==> config.mk <==
export PLATFORM = sky130hd
export DESIGN_NAME = nbcac_decoder_14
export DESIGN_NICKNAME = d
export VERILOG_FILES = /design/src/rtl/nbcac_pkg.sv /design/src/rtl/nbcac_decoder_14_core.sv /design/src/rtl/nbcac_decoder_14.sv
export SDC_FILE = /design/constraint.sdc
export NUM_CORES = 1
export LEC_CHECK = 0
export CAP_MARGIN = 5
export CELL_PAD_IN_SITES_DETAIL_PLACEMENT = 0
export CELL_PAD_IN_SITES_GLOBAL_PLACEMENT = 1
export CORE_ASPECT_RATIO = 0.9
export CORE_UTILIZATION = 30
export DETAILED_ROUTE_END_ITERATION = 10
export DONT_BUFFER_PORTS = 1
export PLACE_DENSITY_LB_ADDON = 0.2
export SYNTH_ARGS = -nofsm -noshare
export SYNTH_HDL_FRONTEND = slang
export SYNTH_SLANG_ARGS = --single-unit
==> constraint.sdc <==
create_clock -name clock -period 9.35 [get_ports clock]
set_input_delay 0.4675 -clock clock [delete_from_list [all_inputs] [get_ports clock]]
set_output_delay 0.4675 -clock clock [all_outputs]
set_load 0.05 [all_outputs]
==> src/rtl/nbcac_pkg.sv <==
// Shared NBCAC numeral-system constants for the 14-wire link.
// The encoder and decoder cores both import this package, so they use the same weight table.
package nbcac_pkg;

   localparam int NBCAC_N = 14;
   localparam int NBCAC_K = 10;

   // Codeword bit k carries weight NBCAC_W[k]. The table is the Fibonacci run 1, 2, 3, 5, ..., 610.
   // Every weight is at most one more than the sum of the weights below it, so every
   // 10-bit value 0..1023 has a codeword. An all-ones codeword sums to 1595.
   localparam logic [11:0] NBCAC_W [14:1] = '{
      12'd610, 12'd377, 12'd233, 12'd144, 12'd89, 12'd55, 12'd34,
      12'd21,  12'd13,  12'd8,   12'd5,   12'd3,  12'd2,  12'd1
   };

   localparam logic [11:0] NBCAC_MAX = 12'd1023;

endpackage

==> src/rtl/nbcac_decoder_14_core.sv <==
// Combinational NBCAC decoder core: weighted sum of the codeword bits.
// This core is the inverse of nbcac_10di_encoder_core.
import nbcac_pkg::*;

module nbcac_10di_decoder_core (
   input  logic [NBCAC_N:1]   d,
   output logic [NBCAC_K-1:0] v,
   output logic               oor
);

   logic [11:0] sum;

   // Accumulate the weight of every set codeword bit on a 12-bit unsigned accumulator
   always_comb begin
      sum = '0;
      for (int k = 1; k <= NBCAC_N; k++) begin
         if (d[k]) sum = sum + NBCAC_W[k];
      end
   end

   assign v   = sum[NBCAC_K-1:0];
   assign oor = (sum > NBCAC_MAX);

endmodule

==> src/rtl/nbcac_decoder_14.sv <==
// Pipelined receive-side NBCAC decoder. It has two stalling register stages
// (capture, then result), a valid/ready handshake, and a saturating error counter.
import nbcac_pkg::*;

module nbcac_decoder_14 #(
   parameter int ERR_CNT_W = 16
) (
   input  logic                 clock,
   input  logic                 rst,
   input  logic [NBCAC_N:1]     codein,
   input  logic                 in_valid,
   output logic                 in_ready,
   output logic [NBCAC_K-1:0]   dataout,
   output logic                 out_valid,
   input  logic                 out_ready,
   output logic                 out_err,
   output logic [ERR_CNT_W-1:0] err_count,
   input  logic                 err_clr
);

   // Both stages advance together. There is no bubble collapsing.
   logic adv;
   assign adv      = ~out_valid | out_ready;
   assign in_ready = adv;

   logic [NBCAC_N:1]   code_p1;
   logic               vld_p1;
   logic [NBCAC_K-1:0] dec_v;
   logic               dec_oor;

   function automatic logic [ERR_CNT_W-1:0] sat_inc(input logic [ERR_CNT_W-1:0] c);
      return (&c) ? c : c + ERR_CNT_W'(1);
   endfunction

   // Stage 1: capture the bus codeword. Data loads only with a valid word.
   always_ff @(posedge clock) begin
      if (rst) begin
         code_p1 <= '0;
         vld_p1  <= 1'b0;
      end else if (adv) begin
         vld_p1 <= in_valid;
         if (in_valid) code_p1 <= codein;
      end
   end

   nbcac_10di_decoder_core u_core (
      .d   (code_p1),
      .v   (dec_v),
      .oor (dec_oor)
   );

   // Stage 2: register the decoded word and its range flag
   always_ff @(posedge clock) begin
      if (rst) begin
         dataout   <= '0;
         out_err   <= 1'b0;
         out_valid <= 1'b0;
      end else if (adv) begin
         out_valid <= vld_p1;
         if (vld_p1) begin
            dataout <= dec_v;
            out_err <= dec_oor;
         end
      end
   end

   // Count delivered erroneous words. A clear takes priority over an increment.
   always_ff @(posedge clock) begin
      if (rst || err_clr) begin
         err_count <= '0;
      end else if (out_valid && out_ready && out_err) begin
         err_count <= sat_inc(err_count);
      end
   end

endmodule

# After elaboration in Yosys (flattened, before gate mapping)
# Index checks and enable logic that the tools add are counted.
[word_totals]
ff_bits = 43
input_bits = 19
out_inout_bits = 29
wordCells = 45
[op_classes]
n_addsub = 14
n_lt_le_gt_ge = 1
muxes = 14
n_bitwise = 3
n_reduce_logical = 7
[op_table]
columns = ["cell", "n"]
rows = [
  ["2-to-1 mux 12 bit", 13],
  ["adder 12 x 4 -> 12 bit (second input constant)", 2],
  ["adder 12 x 6 -> 12 bit (second input constant)", 2],
  ["adder 12 x 8 -> 12 bit (second input constant)", 2],
  ["adder 16 x 1 -> 16 bit (second input constant)", 1],
  ["AND reduction 16 bit", 1],
  ["adder 12 x 10 -> 12 bit (second input constant)", 1],
  ["adder 12 x 2 -> 12 bit (second input constant)", 1],
  ["adder 12 x 3 -> 12 bit (second input constant)", 1],
  ["adder 12 x 5 -> 12 bit (second input constant)", 1],
  ["adder 12 x 7 -> 12 bit (second input constant)", 1],
  ["adder 12 x 9 -> 12 bit (second input constant)", 1],
  ["greater-than comparator 12 x 10 -> 1 bit (second input constant)", 1],
  ["AND reduction 2 bit", 3],
  ["adder 1 x 2 -> 3 bit (second input constant)", 1],
  ["logical AND 1 bit", 2],
  ["NOT 1 bit", 2],
  ["logical OR 1 bit", 1],
  ["2-to-1 mux 1 bit", 1],
  ["OR 1 bit", 1],
]

# Logic depth before layout (Yosys ltp)
# Gate-level depths: netlist of run 1.
[logic_depth]
word_depth = 28
depth_mapped = 35
mapped_depth_nobuf = 34

# By module
# Synthesis of run 1 repeated with hierarchy kept, for this count alone.
[hier_totals]
hier_cells = 541
hier_area_um2 = 4277.9
[by_module_without_submodules]
columns = ["module", "instances", "cells_each", "area_per_inst_um2"]
rows = [
  ["nbcac_10di_decoder_core", 1, 322, 2464.9],
  ["nbcac_decoder_14", 1, 219, 1813.0],
]

# Least setup slack after synthesis of run 1
# No wires, ideal clock.
[synth_timing]
path_type = "reg-to-reg"
from = "register code_p1[1] in the netlist's numbering"
to = "register dataout[9]"
setup_time_ns = 0.079
arrival_ns = 6.517
required_time_ns = 9.271
slack_ns = 2.754
stages_incl_launch_ff = 36
period_less_slack_ns = 6.596
cell_sequence = "dfxtp_1 buf_2 inv_1 ha_1 nand2_1 o21ai_0 inv_1 ha_1 nand2_1 o21ai_0 ha_1 nand2_1 nand2_1 ha_1 nand2b_1 xnor2_1 xnor2_1 ha_1 mux2i_1 nand2_1 a21oi_1 xnor3_2 o21ai_2 xnor2_1 ha_1 nand2_1 o41ai_1 a31oi_1 and2_1 o21ai_0 o311ai_2 a21oi_1 xor2_1 o31ai_2 xnor2_1 a211oi_2"
[synth_via]
elab_chain_cells = 27
[synth_rtl]
columns = ["element", "line", "text"]
rows = [
  ["from (decl)", "nbcac_decoder_14.sv:26", "logic [NBCAC_N:1] code_p1;"],
  ["from (signal assigned)", "nbcac_decoder_14.sv:42", "if (in_valid) code_p1 <= codein;"],
  ["2-to-1 mux 1 bit *", "nbcac_decoder_14_core.sv:17", "if (d[k]) sum = sum + NBCAC_W[k];"],
  ["adder 1 x 2 -> 3 bit", "nbcac_decoder_14_core.sv:17", ""],
  ["2-to-1 mux 12 bit *", "nbcac_decoder_14_core.sv:17", ""],
  ["adder 12 x 2 -> 12 bit", "nbcac_decoder_14_core.sv:17", ""],
  ["2-to-1 mux 12 bit *", "nbcac_decoder_14_core.sv:17", ""],
  ["adder 12 x 3 -> 12 bit", "nbcac_decoder_14_core.sv:17", ""],
  ["2-to-1 mux 12 bit *", "nbcac_decoder_14_core.sv:17", ""],
  ["adder 12 x 4 -> 12 bit", "nbcac_decoder_14_core.sv:17", ""],
  ["[11 not listed]", "-", ""],
  ["adder 12 x 8 -> 12 bit", "nbcac_decoder_14_core.sv:17", ""],
  ["2-to-1 mux 12 bit *", "nbcac_decoder_14_core.sv:17", ""],
  ["adder 12 x 8 -> 12 bit", "nbcac_decoder_14_core.sv:17", ""],
  ["2-to-1 mux 12 bit *", "nbcac_decoder_14_core.sv:17", ""],
  ["adder 12 x 9 -> 12 bit", "nbcac_decoder_14_core.sv:17", ""],
  ["2-to-1 mux 12 bit *", "nbcac_decoder_14_core.sv:17", ""],
  ["adder 12 x 10 -> 12 bit", "nbcac_decoder_14_core.sv:17", ""],
  ["2-to-1 mux 12 bit *", "nbcac_decoder_14_core.sv:17", ""],
  ["to (signal assigned)", "nbcac_decoder_14.sv:61", "dataout <= dec_v;"],
  ["to (decl)", "nbcac_decoder_14.sv:13", "output logic [NBCAC_K-1:0] dataout,"],
]
# Every way passes the cells marked *; elsewhere a longest branch is shown, timed or not.
# A chain may end at the register's enable or synchronous reset.

# Worst setup path after layout of run 1
# Same ends and word-level chain as after synthesis.

==> impl_metrics.ini, run 1 <==
[cells_and_area]
layout_common_cells = nand2_1 (92), dfxtp_1 (43), nor2_1 (37)
diodes = 0
num-fill-cells = 1334
layout-drive-gt1-share_pct = 6.73
areaGrowthSynthToFinish_pct = 6.48
layout.nets = 522
final_common_cell = nand2_1

[pwr]
power.switching_uw = 281
swShare_pct = 40.9
seqPwrFrac_pct = 32.3
p_int_uw = 406
p_leak_nw = 1.51
combPwrFrac_pct = 40.9
power_density_nw_per_um2 = 167
power_frac_clock_pct = 26.8
p_total_uw = 687
ir_drop_mv = 0.0900

[setup_path]
cpPeakStageDelay_ns = 0.50
critical_path_class = register to register
r2r.worst_path.cells = 34
cp_max_fo = 9
endpoint_kind = register
cp-start-kind = register
worstPathArrival_ns = 7.78
required_ns = 9.56
slowest_stage = mux2i_1
path_common_cell = ha_1

[detailed_routing]
avgRoutedWirePerCell_um = 14.5
drc = 0
viasPerCell = 5.11
drt-pass1-iter-count = 4
routed_wirelength_um = 9410
final_antenna_net_count = 0
dr.first_iter.drc_count = 194
via_count = 3323

[timing]
tightestPinTransition_ns = 1.05
period_share_pct = 81.0
setup_viol = 0
timing.final.hold_violations = 0
slew_viol_final = 0
fin_hold_ws_ns = 0.236
max_freq_mhz = 132
rsz0062_at_grt = no
max_slew_margin_pct = 30.2
fin_skew_ns = 0.00956
setup_tns_ns = 0
period_needed_ns = 7.57

[cts]
hold_buffers = 0
ctsResizeCount = 0
cts_buffer_depth = 2
cts_buffers = 5
cts_setup_buffers = 0
cts-root-buf = clkbuf_16
cts_sinks = 43
cts_tree = done
clkTransAtPathRegs_ns = 0.07
htreeDepth = 2
worstSkewPairLatency_ns = 0.29

[die]
die_h_um = 110
fp.coreArea_um2 = 12300
initial_utilization_pct = 31.4
fp.dieW_um = 122
num_io_pins = 48
die_area_um2 = 13300
rows = 38

[global_routing]
grt_first_pass_wirelength_um = 15300
grt_pass1_vias = 3096
track_usage_pct = 14.5
antenna_found_initial = 0
grt_max_degree = 29
grt.overflow.total = 0

[hold_path]
hp-class = input pin to register
holdPathStages = 1

[yosys]
synth-edff-count = 0
ys_types = 78
syn-num-nets = 537
async_flop_share_pct = 0
ys_seq_area_share_pct = 22.3
synth.avg_cell_area_um2 = 7.66
ys.flop_type = dfxtp_1
syn_inst = 504
yosysWarnings = 0
synth_area_um2 = 3860
synth_seq_cells = 43

[place]
place.gp.congestion = 0.777
io_buffers = 0
dp_hpwl_um = 7220

[run_status]
status = complete, no violations

[job]
cap_violations = 0
-- layer usage --
metal	vias to the layer above	GRT usage, %	wire, um
met5	-	0	0
met4	0	3.35	138
met3	7	2.70	308
met2	52	23.1	4150
met1	1521	20.1	4810
li1	1743	-	-
-- area by class of cell --
type                       count  area (um2)  area share (%)
multi-input combinational    421        2840            68.9
sequential                    43         861            20.9
tap                          160         200            4.87
clock buffer                   5         125            3.04
inverter                      18        67.6            1.64
clock inverter                 3        23.8           0.578
-- power groups by stage --
stage	registers, mW	clock network, mW	logic [mW]
6_report	0.222	0.185	0.281
5_1_grt	0.224	0.202	0.316
4_1_cts	0.222	0.191	0.284
3_5_place_dp	0.227	0	0.281
3_3_place_gp	0.227	0	0.278
2_1_floorplan	0.217	0	0.240
-- worst max-delay path, delay by kind of cell, from the launching register on --
| kind | cells | cell delay (ns) |
|---|---|---|
| AOI/OAI and AO/OA | 12 | 2.45 |
| xor gates and xnor gates | 6 | 1.30 |
| adders and majority gates | 6 | 1.82 |
| buffers and inverters | 2 | 0.17 |
| DFF | 1 | 0.47 |
| muxes | 1 | 0.50 |
| and+or+nand+nor | 7 | 0.77 |
-- sequential cells by signal, summed over array words and instances (netlist names) --
signal and count:
out_err 1, out_valid 1, vld_p1 1, dataout 10, err_count 16, code_p1 14
-- logic make-up (layout without fill, tap and decap cells) --
family                   Yosys count  after routing  share of synthesized area, %
flip-flops                        43             43                          22.3
AO/OA/AOI/OAI                    115            115                          20.8
buffers and inverters             40             26                          4.31
adder cells (fa/ha/maj)           15             15                          4.79
AND/OR/NAND/NOR                  214            214                          26.8
multiplexers                       7              7                          1.88
XOR/XNOR                          70             70                          19.1
-- synth_stat cells, types with 3 or more instances --
cell type | count | area, um2
nand2_1 | 92 | 345
dfxtp_1 | 43 | 861
nor2_1 | 37 | 139
a21oi_1 | 35 | 175
xnor2_1 | 34 | 298
xor2_1 | 27 | 236
o21ai_0 | 20 | 100
nand3_1 | 19 | 95.1
clkbuf_1 | 17 | 63.8
inv_1 | 17 | 63.8
ha_1 | 14 | 175
or3_1 | 9 | 56.3
nand4_1 | 7 | 43.8
nand2b_1 | 6 | 37.5
nor3_1 | 6 | 30.0
a211oi_1 | 5 | 37.5
and2_1 | 5 | 31.3
mux2i_1 | 5 | 50.1
nand3b_1 | 5 | 37.5
o211ai_1 | 5 | 37.5
xnor3_1 | 5 | 113
and3_1 | 4 | 25.0
nor2b_1 | 4 | 25.0
o21ai_1 | 4 | 20.0
a211o_1 | 3 | 26.3
a31oi_1 | 3 | 18.8
o21bai_1 | 3 | 22.5
o22ai_1 | 3 | 18.8
or2_2 | 3 | 18.8
-- final timing paths --
path                    from         end  slack [ns]
setup / recovery  code_p1[1]  dataout[9]        1.78
hold / removal           rst  dataout[6]        0.24
hold reg to reg       vld_p1   out_valid        0.47
setup reg to reg  code_p1[1]  dataout[9]        1.78
-- stage by stage --
step	setup WS, ns	instance area, um2	std cells	utilization [%]
6_report	1.78	4110	650	33.4
5_1_grt	1.06	4110	650	33.4
4_1_cts	1.72	4110	650	33.4
3_5_place_dp	1.74	3960	642	32.2
3_3_place_gp	2.10	3960	642	32.2
2_1_floorplan	2.75	3860	504	-
No activity file was read; power rests on OpenSTA's default activity.
==> run 2: changes to the inputs <==
Clock period 9.35 ns to 6.85 ns, I/O delays scaled along.
==> run 2 against run 1 <==
  * Total power up 50%
  * Via count up 2.9%
  * Clock power up 53%
  * Largest cell class unchanged
  * Register-to-register slack worse by 1.4 ns
  * Utilization up 2.5 points
  * Fmax up 17%
  * Flip-flop and latch count unchanged
  * Worst hold slack worse by 0.12 ns
  * Design area up 7.5%
  * Critical endpoint is now out_err
  * Largest power group unchanged
  * First-iteration DRC count up 15%
  * Die area unchanged
==> impl_metrics.ini, run 2 (synthesized netlist as in run 1, its figures left out) <==
[run_status]
status = complete, no violations

[timing]
slew_viol_final = 0
fin_skew_ns = 0.00550
tightestPinTransition_ns = 1.08
max_freq_mhz = 154
period_share_pct = 94.8
timing.final.hold_violations = 0
max_slew_margin_pct = 27.7
period_needed_ns = 6.49
setup_viol = 0
worst_slack_ns = 0.359

[setup_path]
startpoint = code_p1[2]
cpPeakStageDelay_ns = 0.60
cp_max_fo = 5
path_common_cell = nand2_1
reg2reg_to = out_err
path_buf_inv = 2
cp-start-kind = register
endpoint_kind = register
r2r.worst_path.cells = 29
worstPathArrival_ns = 6.69
r2r_setup_slack_ns = 0.36
cp_top_family = simple AND/OR/NAND/NOR gates
critical_path_class = register to register
slowest_stage = or4_4
regToRegStartpoint = code_p1[2]
crit_cells = 29
required_ns = 7.05
crit_end = out_err

[place]
placed_area_um2 = 4070
place.gp.congestion = 0.796
io_buffers = 0
pre_cts_ws_ns = 0.100
dp_hpwl_um = 7380

[cells_and_area]
areaGrowthSynthToFinish_pct = 14.5
largest-register = err_count
layout_common_cells = nand2_1 (92), dfxtp_1 (42), nor2_1 (37)
design_area_um2 = 4420
ff_latch_area_um2 = 862
diodes = 0
layout.nets = 538
largest_registers = err_count x16, code_p1 x14, dataout x10
layout-drive-gt1-share_pct = 14.8
final_common_cell = nand2_1
multi_input_area_um2 = 3000
num-fill-cells = 1282
largest_reg_flops = 16

[detailed_routing]
drc = 0
viasPerCell = 5.13
drt-pass1-iter-count = 5
routed_wirelength_um = 9870
dr.first_iter.drc_count = 224
via_count = 3418
avgRoutedWirePerCell_um = 14.8
final_antenna_net_count = 0

[cts]
cts-root-buf = clkbuf_16
htreeDepth = 2
cts_tree = done
cts_buffers = 5
worstSkewPairLatency_ns = 0.29
cts_sinks = 43
clkTransAtPathRegs_ns = 0.07
cts_buffer_depth = 2

[pwr]
combPwrFrac_pct = 42.9
p_int_uw = 629
seqPwrFrac_pct = 29.5
power_frac_clock_pct = 27.6
swShare_pct = 38.8
p_leak_nw = 1.67
ir_drop_mv = 0.121
power_density_nw_per_um2 = 232
power.switching_uw = 399

[die]
die_area_um2 = 13300
initial_utilization_pct = 31.4
num_io_pins = 48
fp.dieW_um = 122
rows = 38
die_h_um = 110
fp.coreArea_um2 = 12300

[global_routing]
grt.overflow.total = 0
track_usage_pct = 15.1
grt_pass1_vias = 3196
antenna_found_initial = 0
grt_max_degree = 29
grt_first_pass_wirelength_um = 15900

[hold_path]
hp-class = input pin to register

[job]
cap_violations = 0
==> run 2: cell type report <==
cell class | count | share of cell area [%]
sequential | 43 | 19.5
inverter | 18 | 1.53
clock buffer | 5 | 2.83
tap | 160 | 4.53
multi-input combinational | 421 | 67.9
clock inverter | 3 | 0.990
timing repair buffer | 16 | 2.72
==> run 2: worst reg2reg max path, delay by kind of cell, from the launching register on <==
kind	cells	cell delay, ns
compound gates	9	1.70
simple gates	9	1.90
buf+inv	2	0.12
flops	1	0.36
fa+ha+maj	5	1.46
xor+xnor	4	0.87
==> run 2: repair_timing <==
item                                    CTS  global route
hold buffers                              0             0
setup buffers                             0             2
gates resized for setup                   0            29
endpoints found under the setup margin    0             5
==> run 2: worst min-delay path by stage <==
stage / slack, ns / from / cells past startpoint / to
floorplan: 0.45 / vld_p1 / 2 / out_valid
detailed placement: 0.41 / rst / 1 / dataout[9]
global placement: 0.41 / rst / 1 / dataout[9]
finish: 0.12 / rst / 1 / dataout[9]
CTS: 0.11 / rst / 1 / code_p1[13]
global route: 0.1 / rst / 1 / dataout[9]
==> run 2: metrics by stage <==
stage / util [%] / setup TNS (ns) / hold WS (ns) / power, mW / cells
2_1_floorplan: - / 0 / 0.448 / 0.624 / 504
3_3_place_gp: 33.0 / 0 / 0.411 / 0.715 / 656
3_5_place_dp: 33.0 / 0 / 0.414 / 0.718 / 656
4_1_cts: 34.4 / 0 / 0.106 / 1.01 / 664
5_1_grt: 35.9 / -0.104 / 0.0997 / 1.10 / 666
6_report: 35.9 / 0 / 0.115 / 1.03 / 666
==> run 2: routing by layer <==
layer | part of all wire (%) | vias to the layer above | track usage, %
li1 | - | 1757 | -
met1 | 50 | 1605 | 20.6
met2 | 45 | 47 | 24.3
met3 | 3.2 | 9 | 2.85
met4 | 1.4 | 0 | 4.06
met5 | 0 | - | 0
==> run 2: power groups by stage <==
stage | registers [mW] | logic, mW | clock network, mW
after CTS | 0.302 | 0.413 | 0.293
after detailed placement | 0.308 | 0.410 | 0
after global routing | 0.306 | 0.496 | 0.302
after floorplan | 0.297 | 0.328 | 0
final | 0.303 | 0.442 | 0.283
after global placement | 0.308 | 0.407 | 0
